[config.mk]
export PLATFORM = sky130hd
export DESIGN_NAME = qr_tx_feed_ctrl
export DESIGN_NICKNAME = d
export VERILOG_FILES = /design/src/rtl/qr_tx_pkg.sv /design/src/rtl/qr_prbs7_4b.sv /design/src/rtl/qr_tx_feed_ctrl.sv
export SDC_FILE = /design/constraint.sdc
export NUM_CORES = 1
export LEC_CHECK = 0
export ABC_AREA = 1
export CAP_MARGIN = 5
export CELL_PAD_IN_SITES_DETAIL_PLACEMENT = 0
export CELL_PAD_IN_SITES_GLOBAL_PLACEMENT = 1
export CORE_ASPECT_RATIO = 0.75
export CORE_MARGIN = 2
export CORE_UTILIZATION = 42
export CTS_BUF_LIST = sky130_fd_sc_hd__clkbuf_8
export DETAILED_ROUTE_END_ITERATION = 12
export MAX_ROUTING_LAYER = met4
export PLACE_DENSITY = 0.94
export SYNTH_ARGS = -nofsm -noshare
export SYNTH_HDL_FRONTEND = slang
export SYNTH_SLANG_ARGS = --single-unit
[constraint.sdc]
create_clock -name i_clk -period 2.8 [get_ports i_clk]
set_clock_uncertainty 0.15 [all_clocks]
set_input_delay 0.56 -clock i_clk [delete_from_list [all_inputs] [get_ports i_clk]]
set_output_delay 0.56 -clock i_clk [all_outputs]
set_load 0.02 [all_outputs]
[src/rtl/qr_tx_pkg.sv]
// Shared types and constants for the quarter-rate TX feed controller.
// This covers the FSM state and pattern encodings, fixed nibbles and the PRBS7 helper.
package qr_tx_pkg;

  typedef enum logic [1:0] {
    ST_IDLE  = 2'd0,
    ST_TRAIN = 2'd1,
    ST_DATA  = 2'd2
  } state_t;

  typedef enum logic [1:0] {
    PAT_ALT   = 2'd0,
    PAT_PRBS7 = 2'd1,
    PAT_ONES  = 2'd2,
    PAT_ALT_B = 2'd3
  } pat_t;

  localparam logic [3:0] IDLE_NIB   = 4'b0000;
  localparam logic [3:0] ALT_NIB    = 4'b1010;
  localparam logic [3:0] ONES_NIB   = 4'b1111;
  localparam logic [6:0] PRBS7_SEED = 7'h7F;
  localparam int         PRBS7_TAP_A = 6;
  localparam int         PRBS7_TAP_B = 5;

  // The upper field is the advanced state. The lower field is the 4 bits generated, first bit in [0].
  function automatic logic [10:0] prbs7_adv4(input logic [6:0] seed);
    logic [6:0] s;
    logic [3:0] nib;
    s   = seed;
    nib = 4'b0000;
    for (int i = 0; i < 4; i++) begin
      nib[i] = s[PRBS7_TAP_A] ^ s[PRBS7_TAP_B];
      s      = {s[5:0], nib[i]};
    end
    return {s, nib};
  endfunction

  function automatic logic [3:0] pat_nib(input pat_t pat, input logic [3:0] prbs_nib);
    logic [3:0] nib;
    case (pat)
      PAT_PRBS7: nib = prbs_nib;
      PAT_ONES:  nib = ONES_NIB;
      PAT_ALT:   nib = ALT_NIB;
      PAT_ALT_B: nib = ALT_NIB;
      default:   nib = ALT_NIB;
    endcase
    return nib;
  endfunction

endpackage

[src/rtl/qr_prbs7_4b.sv]
// PRBS7 generator advancing four bits per clock.
// o_nib is the nibble the current state will produce on the next advance.
module qr_prbs7_4b
  import qr_tx_pkg::*;
(
  input  logic       i_clk,
  input  logic       i_rst,
  input  logic       i_load,
  input  logic       i_adv,
  output logic [3:0] o_nib
);

  logic [6:0] r_lfsr;
  logic [6:0] w_lfsr_nxt;
  logic [3:0] w_nib;

  assign {w_lfsr_nxt, w_nib} = prbs7_adv4(r_lfsr);
  assign o_nib = w_nib;

  always_ff @(posedge i_clk) begin
    if (i_rst) begin
      r_lfsr <= PRBS7_SEED;
    end else if (i_load) begin
      r_lfsr <= PRBS7_SEED;
    end else if (i_adv) begin
      r_lfsr <= w_lfsr_nxt;
    end else begin
      r_lfsr <= r_lfsr;
    end
  end

endmodule

[src/rtl/qr_tx_feed_ctrl.sv]
// Feed controller for the quarter-rate 4:1 TX mux. Each cycle it drives idle, training or payload nibbles.
// Payload words pass through a word-to-nibble gearbox, and retrains are taken only at word boundaries.
module qr_tx_feed_ctrl
  import qr_tx_pkg::*;
#(
  parameter int WORD_W = 16,
  parameter int CNT_W  = 16
) (
  input  logic              i_clk,
  input  logic              i_rst,
  input  logic              i_en,
  input  logic              i_train_req,
  input  logic [CNT_W-1:0]  i_train_len,
  input  logic [1:0]        i_pat_sel,
  input  logic [WORD_W-1:0] i_s_data,
  input  logic              i_s_valid,
  output logic              o_s_ready,
  output logic [3:0]        o_din,
  output logic [1:0]        o_state,
  output logic              o_underflow,
  input  logic              i_clr_underflow
);

  localparam int NIB_N = WORD_W / 4;
  localparam int IDX_W = $clog2(NIB_N);
  localparam logic [IDX_W-1:0] NIB_LAST = IDX_W'(NIB_N - 1);

  state_t             r_state;
  state_t             w_state_nxt;
  pat_t               r_pat;
  logic [CNT_W-1:0]   r_cnt;
  logic [WORD_W-1:0]  r_word;
  logic [IDX_W-1:0]   r_idx;
  logic               r_busy;
  logic               r_pend;
  logic [3:0]         r_din;
  logic               r_s_ready;
  logic               r_underflow;

  logic [3:0]         w_din_nxt;
  logic               w_load;
  logic               w_shift;
  logic               w_enter;
  logic               w_uf_set;
  logic               w_prbs_adv;
  logic [3:0]         w_prbs_nib;
  logic               w_busy_nxt;
  logic [IDX_W-1:0]   w_idx_nxt;
  logic               w_pend_nxt;
  logic               w_ready_nxt;
  logic               w_hs;
  logic               w_boundary;
  logic               w_retrain_req;
  logic               w_train_step;

  assign w_hs          = i_s_valid & r_s_ready;
  // A word boundary is either an empty gearbox or its last nibble currently on din.
  assign w_boundary    = ~r_busy | (r_idx == NIB_LAST);
  assign w_retrain_req = r_pend | i_train_req;
  assign w_train_step  = i_en & (r_state == ST_TRAIN);

  qr_prbs7_4b u_prbs (
    .i_clk  (i_clk),
    .i_rst  (i_rst),
    .i_load (w_enter),
    .i_adv  (w_prbs_adv),
    .o_nib  (w_prbs_nib)
  );

  always_ff @(posedge i_clk) begin
    if (i_rst) begin
      r_state <= ST_IDLE;
    end else begin
      r_state <= w_state_nxt;
    end
  end

  always_comb begin
    w_state_nxt = r_state;
    if (!i_en) begin
      w_state_nxt = ST_IDLE;
    end else begin
      case (r_state)
        ST_IDLE:  w_state_nxt = i_train_req ? ST_TRAIN : ST_IDLE;
        ST_TRAIN: w_state_nxt = (r_cnt <= CNT_W'(1)) ? ST_DATA : ST_TRAIN;
        ST_DATA:  w_state_nxt = (!w_hs && w_boundary && w_retrain_req) ? ST_TRAIN : ST_DATA;
        default:  w_state_nxt = ST_IDLE;
      endcase
    end
  end

  always_comb begin
    w_din_nxt  = IDLE_NIB;
    w_load     = 1'b0;
    w_shift    = 1'b0;
    w_enter    = 1'b0;
    w_uf_set   = 1'b0;
    w_prbs_adv = 1'b0;
    if (i_en) begin
      case (r_state)
        ST_IDLE: begin
          w_enter = i_train_req;
        end
        ST_TRAIN: begin
          w_din_nxt  = pat_nib(r_pat, w_prbs_nib);
          w_prbs_adv = (r_pat == PAT_PRBS7);
        end
        ST_DATA: begin
          // A handshake always wins, so an accepted word is never dropped by a retrain.
          if (w_hs) begin
            w_load    = 1'b1;
            w_din_nxt = i_s_data[3:0];
          end else if (!w_boundary) begin
            w_shift   = 1'b1;
            w_din_nxt = r_word[3:0];
          end else if (w_retrain_req) begin
            w_enter   = 1'b1;
          end else begin
            w_uf_set  = 1'b1;
          end
        end
        default: begin
          w_din_nxt = IDLE_NIB;
        end
      endcase
    end else begin
      w_din_nxt = IDLE_NIB;
    end
  end

  always_comb begin
    w_busy_nxt = 1'b0;
    w_idx_nxt  = {IDX_W{1'b0}};
    w_pend_nxt = 1'b0;
    if ((r_state == ST_DATA) && (w_state_nxt == ST_DATA)) begin
      w_pend_nxt = w_retrain_req;
      if (w_load) begin
        w_busy_nxt = 1'b1;
        w_idx_nxt  = {IDX_W{1'b0}};
      end else if (w_shift) begin
        w_busy_nxt = 1'b1;
        w_idx_nxt  = (r_idx == NIB_LAST) ? {IDX_W{1'b0}} : r_idx + IDX_W'(1);
      end else begin
        w_busy_nxt = 1'b0;
        w_idx_nxt  = {IDX_W{1'b0}};
      end
    end else begin
      w_busy_nxt = 1'b0;
    end
    w_ready_nxt = (w_state_nxt == ST_DATA) && (!w_busy_nxt || (w_idx_nxt == NIB_LAST)) && !w_pend_nxt;
  end

  always_ff @(posedge i_clk) begin
    if (i_rst) begin
      r_din       <= IDLE_NIB;
      r_s_ready   <= 1'b0;
      r_underflow <= 1'b0;
      r_busy      <= 1'b0;
      r_idx       <= {IDX_W{1'b0}};
      r_pend      <= 1'b0;
      r_word      <= {WORD_W{1'b0}};
      r_cnt       <= {CNT_W{1'b0}};
      r_pat       <= PAT_ALT;
    end else begin
      r_din     <= w_din_nxt;
      r_s_ready <= w_ready_nxt;
      r_busy    <= w_busy_nxt;
      r_idx     <= w_idx_nxt;
      r_pend    <= w_pend_nxt;
      // A fresh underflow beats a simultaneous clear.
      if (w_uf_set) begin
        r_underflow <= 1'b1;
      end else if (i_clr_underflow) begin
        r_underflow <= 1'b0;
      end else begin
        r_underflow <= r_underflow;
      end
      if (w_enter) begin
        r_cnt <= (i_train_len == {CNT_W{1'b0}}) ? CNT_W'(1) : i_train_len;
        r_pat <= pat_t'(i_pat_sel);
      end else if (w_train_step) begin
        r_cnt <= r_cnt - CNT_W'(1);
      end else begin
        r_cnt <= r_cnt;
      end
      if (w_load) begin
        r_word <= {4'b0000, i_s_data[WORD_W-1:4]};
      end else if (w_shift) begin
        r_word <= {4'b0000, r_word[WORD_W-1:4]};
      end else begin
        r_word <= r_word;
      end
    end
  end

  assign o_din       = r_din;
  assign o_s_ready   = r_s_ready;
  assign o_underflow = r_underflow;
  assign o_state     = r_state;

endmodule
==> out/qor.yml <==
outcome: "finished clean"
period_needed_ps: 2220
synth_seq_cells: 49
synth_top_area_share: 0.355
ys_warn_count: 0
num_rows: 25
grt_overflow: 0
power_density_nw_per_um2: 445
ir_drop_uv: 200
drc: 0
final_common_cell: "nand2_1"
htree_num_levels: 2
synthesis.nets: 458
grt_usage: 0.197
wl_per_cell_um: 12.3
place_congestion: 0.872
die_h_um: 74.2
place_inst: 532
antennaDiodeCount: 0
cts_buffer_depth: 2
yosys-top-cells-area: "dfxtp_1 36%, nand2_1 15%, nor2_1 7.1%"
cts.clk_slew.worst_paths_ps: 90
crit_fanout: 23
cts_tree: "done"
cts_sinks: 49
wl_mm: 6.66
final_cell_mix: "113 x nand2_1, 52 x nor2_1, 49 x dfxtp_1"
fill_cells: 656
worstPathBufferInverterCount: 2
crit_type: "input port to flip-flop"
drive_above_1_share: 0.0763
cp-start-kind: "input port"
cts_buffers: 5
end_kind: "flip-flop"
ys_types: 32
fin_crit_sh: 0.794
max_stage_delay_ps: 410
grt_pass1_wl_mm: 11.2
die_w_um: 97.6
setup_violations: 0
synth_area_leader_cell: "dfxtp_1"
seq_area_frac_synth: 0.355
tns_ps: 0
first_global_vias: 2421
cts_resized: 0
viasPerCell: 4.94
final_net_count: 505
place_hpwl_mm: 5.10
syn_inst: 411
coreArea_um2: 6320
synth-async-reset-ratio: 0
cts_setup_buffers: 0
vias: 2670
cts-root-buf: "clkbuf_8"
syn_to_final_growth_pct: 22.3
firstDrtPassIters: 4
start_util: 0.437
fmax_ghz: 0.450
ys.flop_type: "dfxtp_1"
leakagePower_nw: 1.49
maxSlewViolCount: 0
hold_class: "flip-flop to flip-flop"
finalHoldViolations: 0
cp_top_family: "simple AND/OR/NAND/NOR gates"
path_cells: "clkdlybuf4s50_1 > nand2_2 > inv_2 > nor2_8 > nand3_4 > nand2_4 > nand2_4 > nand2_2 > nand2_1 > nor2_1 > nor2_1"
cpMaxStageDelayCell: "clkdlybuf4s50_1"
antenna_found_initial: 0
syn_avg_cell_area_um2: 6.72
finalPower_mw: 1.50
clkLatencyLatePin_ps: 300
io_buffers: 47
tightest_slew_ps: 477
rsz0062_at_grt: "false"
ios: 48
hold_buffers: 0
grt_max_degree: 24
max-cap-violations: 0
worstPathArrival_ps: 2270
syn-cell-area_um2: 2760
synth_edf_count: 0
maxSlewHeadroom: 0.682
dieArea_um2: 7240
instances_no_fill: 540
crit_required_ps: 2850
dr.first_iter.drc_count: 130
final_antenna_net_count: 0
==> area by class of cell <==
class | count | area (µm²) | share of cell area
repair buffers | 53 | 515 | 0.153
inverters | 45 | 169 | 0.0500
clock inverters | 3 | 18.8 | 0.00556
multi-input cells | 304 | 1520 | 0.451
well taps | 81 | 101 | 0.0300
clock buffers | 5 | 68.8 | 0.0204
flip-flops and latches | 49 | 981 | 0.291
==> metal layers <==
layer	vias up	global-route usage	part of all wire
met5	-	-	0
met1	1193	0.262	0.52
li1	1411	-	-
met4	0	0.0556	0.0096
met3	7	0.0470	0.052
met2	59	0.303	0.41
==> sequential cells by signal, summed over array words and instances (netlist names) <==
signal and flops:
u_prbs.r_lfsr 7, o_din 4, r_pat 2, o_underflow 1, o_s_ready 1, r_word 12, o_state 2, r_pend 1
r_busy 1, r_idx 2, r_cnt 16
==> Yosys cell counts, drive strengths merged (2+ instances only) <==
master / count
nor3: 2
nand2: 118
a21oi: 31
o22ai: 4
ha: 7
o21ai: 27
o211ai: 8
nand3: 31
xor2: 5
buf: 10
clkbuf: 3
xnor2: 2
nand4: 5
nor2: 60
nor4: 2
dfxtp: 49
inv: 45
==> power by group <==
group          switching [mW]  internal, mW  leakage, nW
Combinational           0.196         0.142         1.05
Clock                   0.244         0.173       0.0416
Sequential             0.0250         0.720        0.398
Total                   0.466          1.03         1.49
==> cells by family (layout without fill, tap and decap cells) <==
group	Yosys count	in the layout	share of synthesized area
and+or+nand+nor	220	220	0.353
AOI/OAI and AO/OA	70	70	0.144
DFF	49	49	0.355
buffers and inverters	58	106	0.0934
adders and majority gates	7	7	0.0317
xor gates and xnor gates	7	7	0.0222
==> worst min-delay path: stages, from the launching register on <==
cell and delay, ps:
dfxtp_1 320, nand2_1 60, a21oi_1 50
==> metrics by stage <==
step	hold slack [ps]	instance area, µm²	worst slack (ps)	utilization
CTS	321	3380	597	0.534
finish	319	3380	576	0.534
global route	343	3380	424	0.534
global placement	306	3290	319	0.520
floorplan	291	2760	996	-
detailed placement	307	3290	274	0.520
==> worst paths after layout <==
path | depth (start not counted) | slack (ps) | to | startpoint
min reg2reg | 2 | 320 | r_word[11]$_SDFFE_PP0P_ | r_word[11]$_SDFFE_PP0P_
max | 11 | 580 | r_cnt[14]$_SDFFE_PP0P_ | i_s_valid
max reg2reg | 8 | 790 | r_cnt[14]$_SDFFE_PP0P_ | o_state[0]$_SDFF_PP0_
min | 2 | 320 | r_word[11]$_SDFFE_PP0P_ | r_word[11]$_SDFFE_PP0P_
Power figures use the tool's default switching activity.
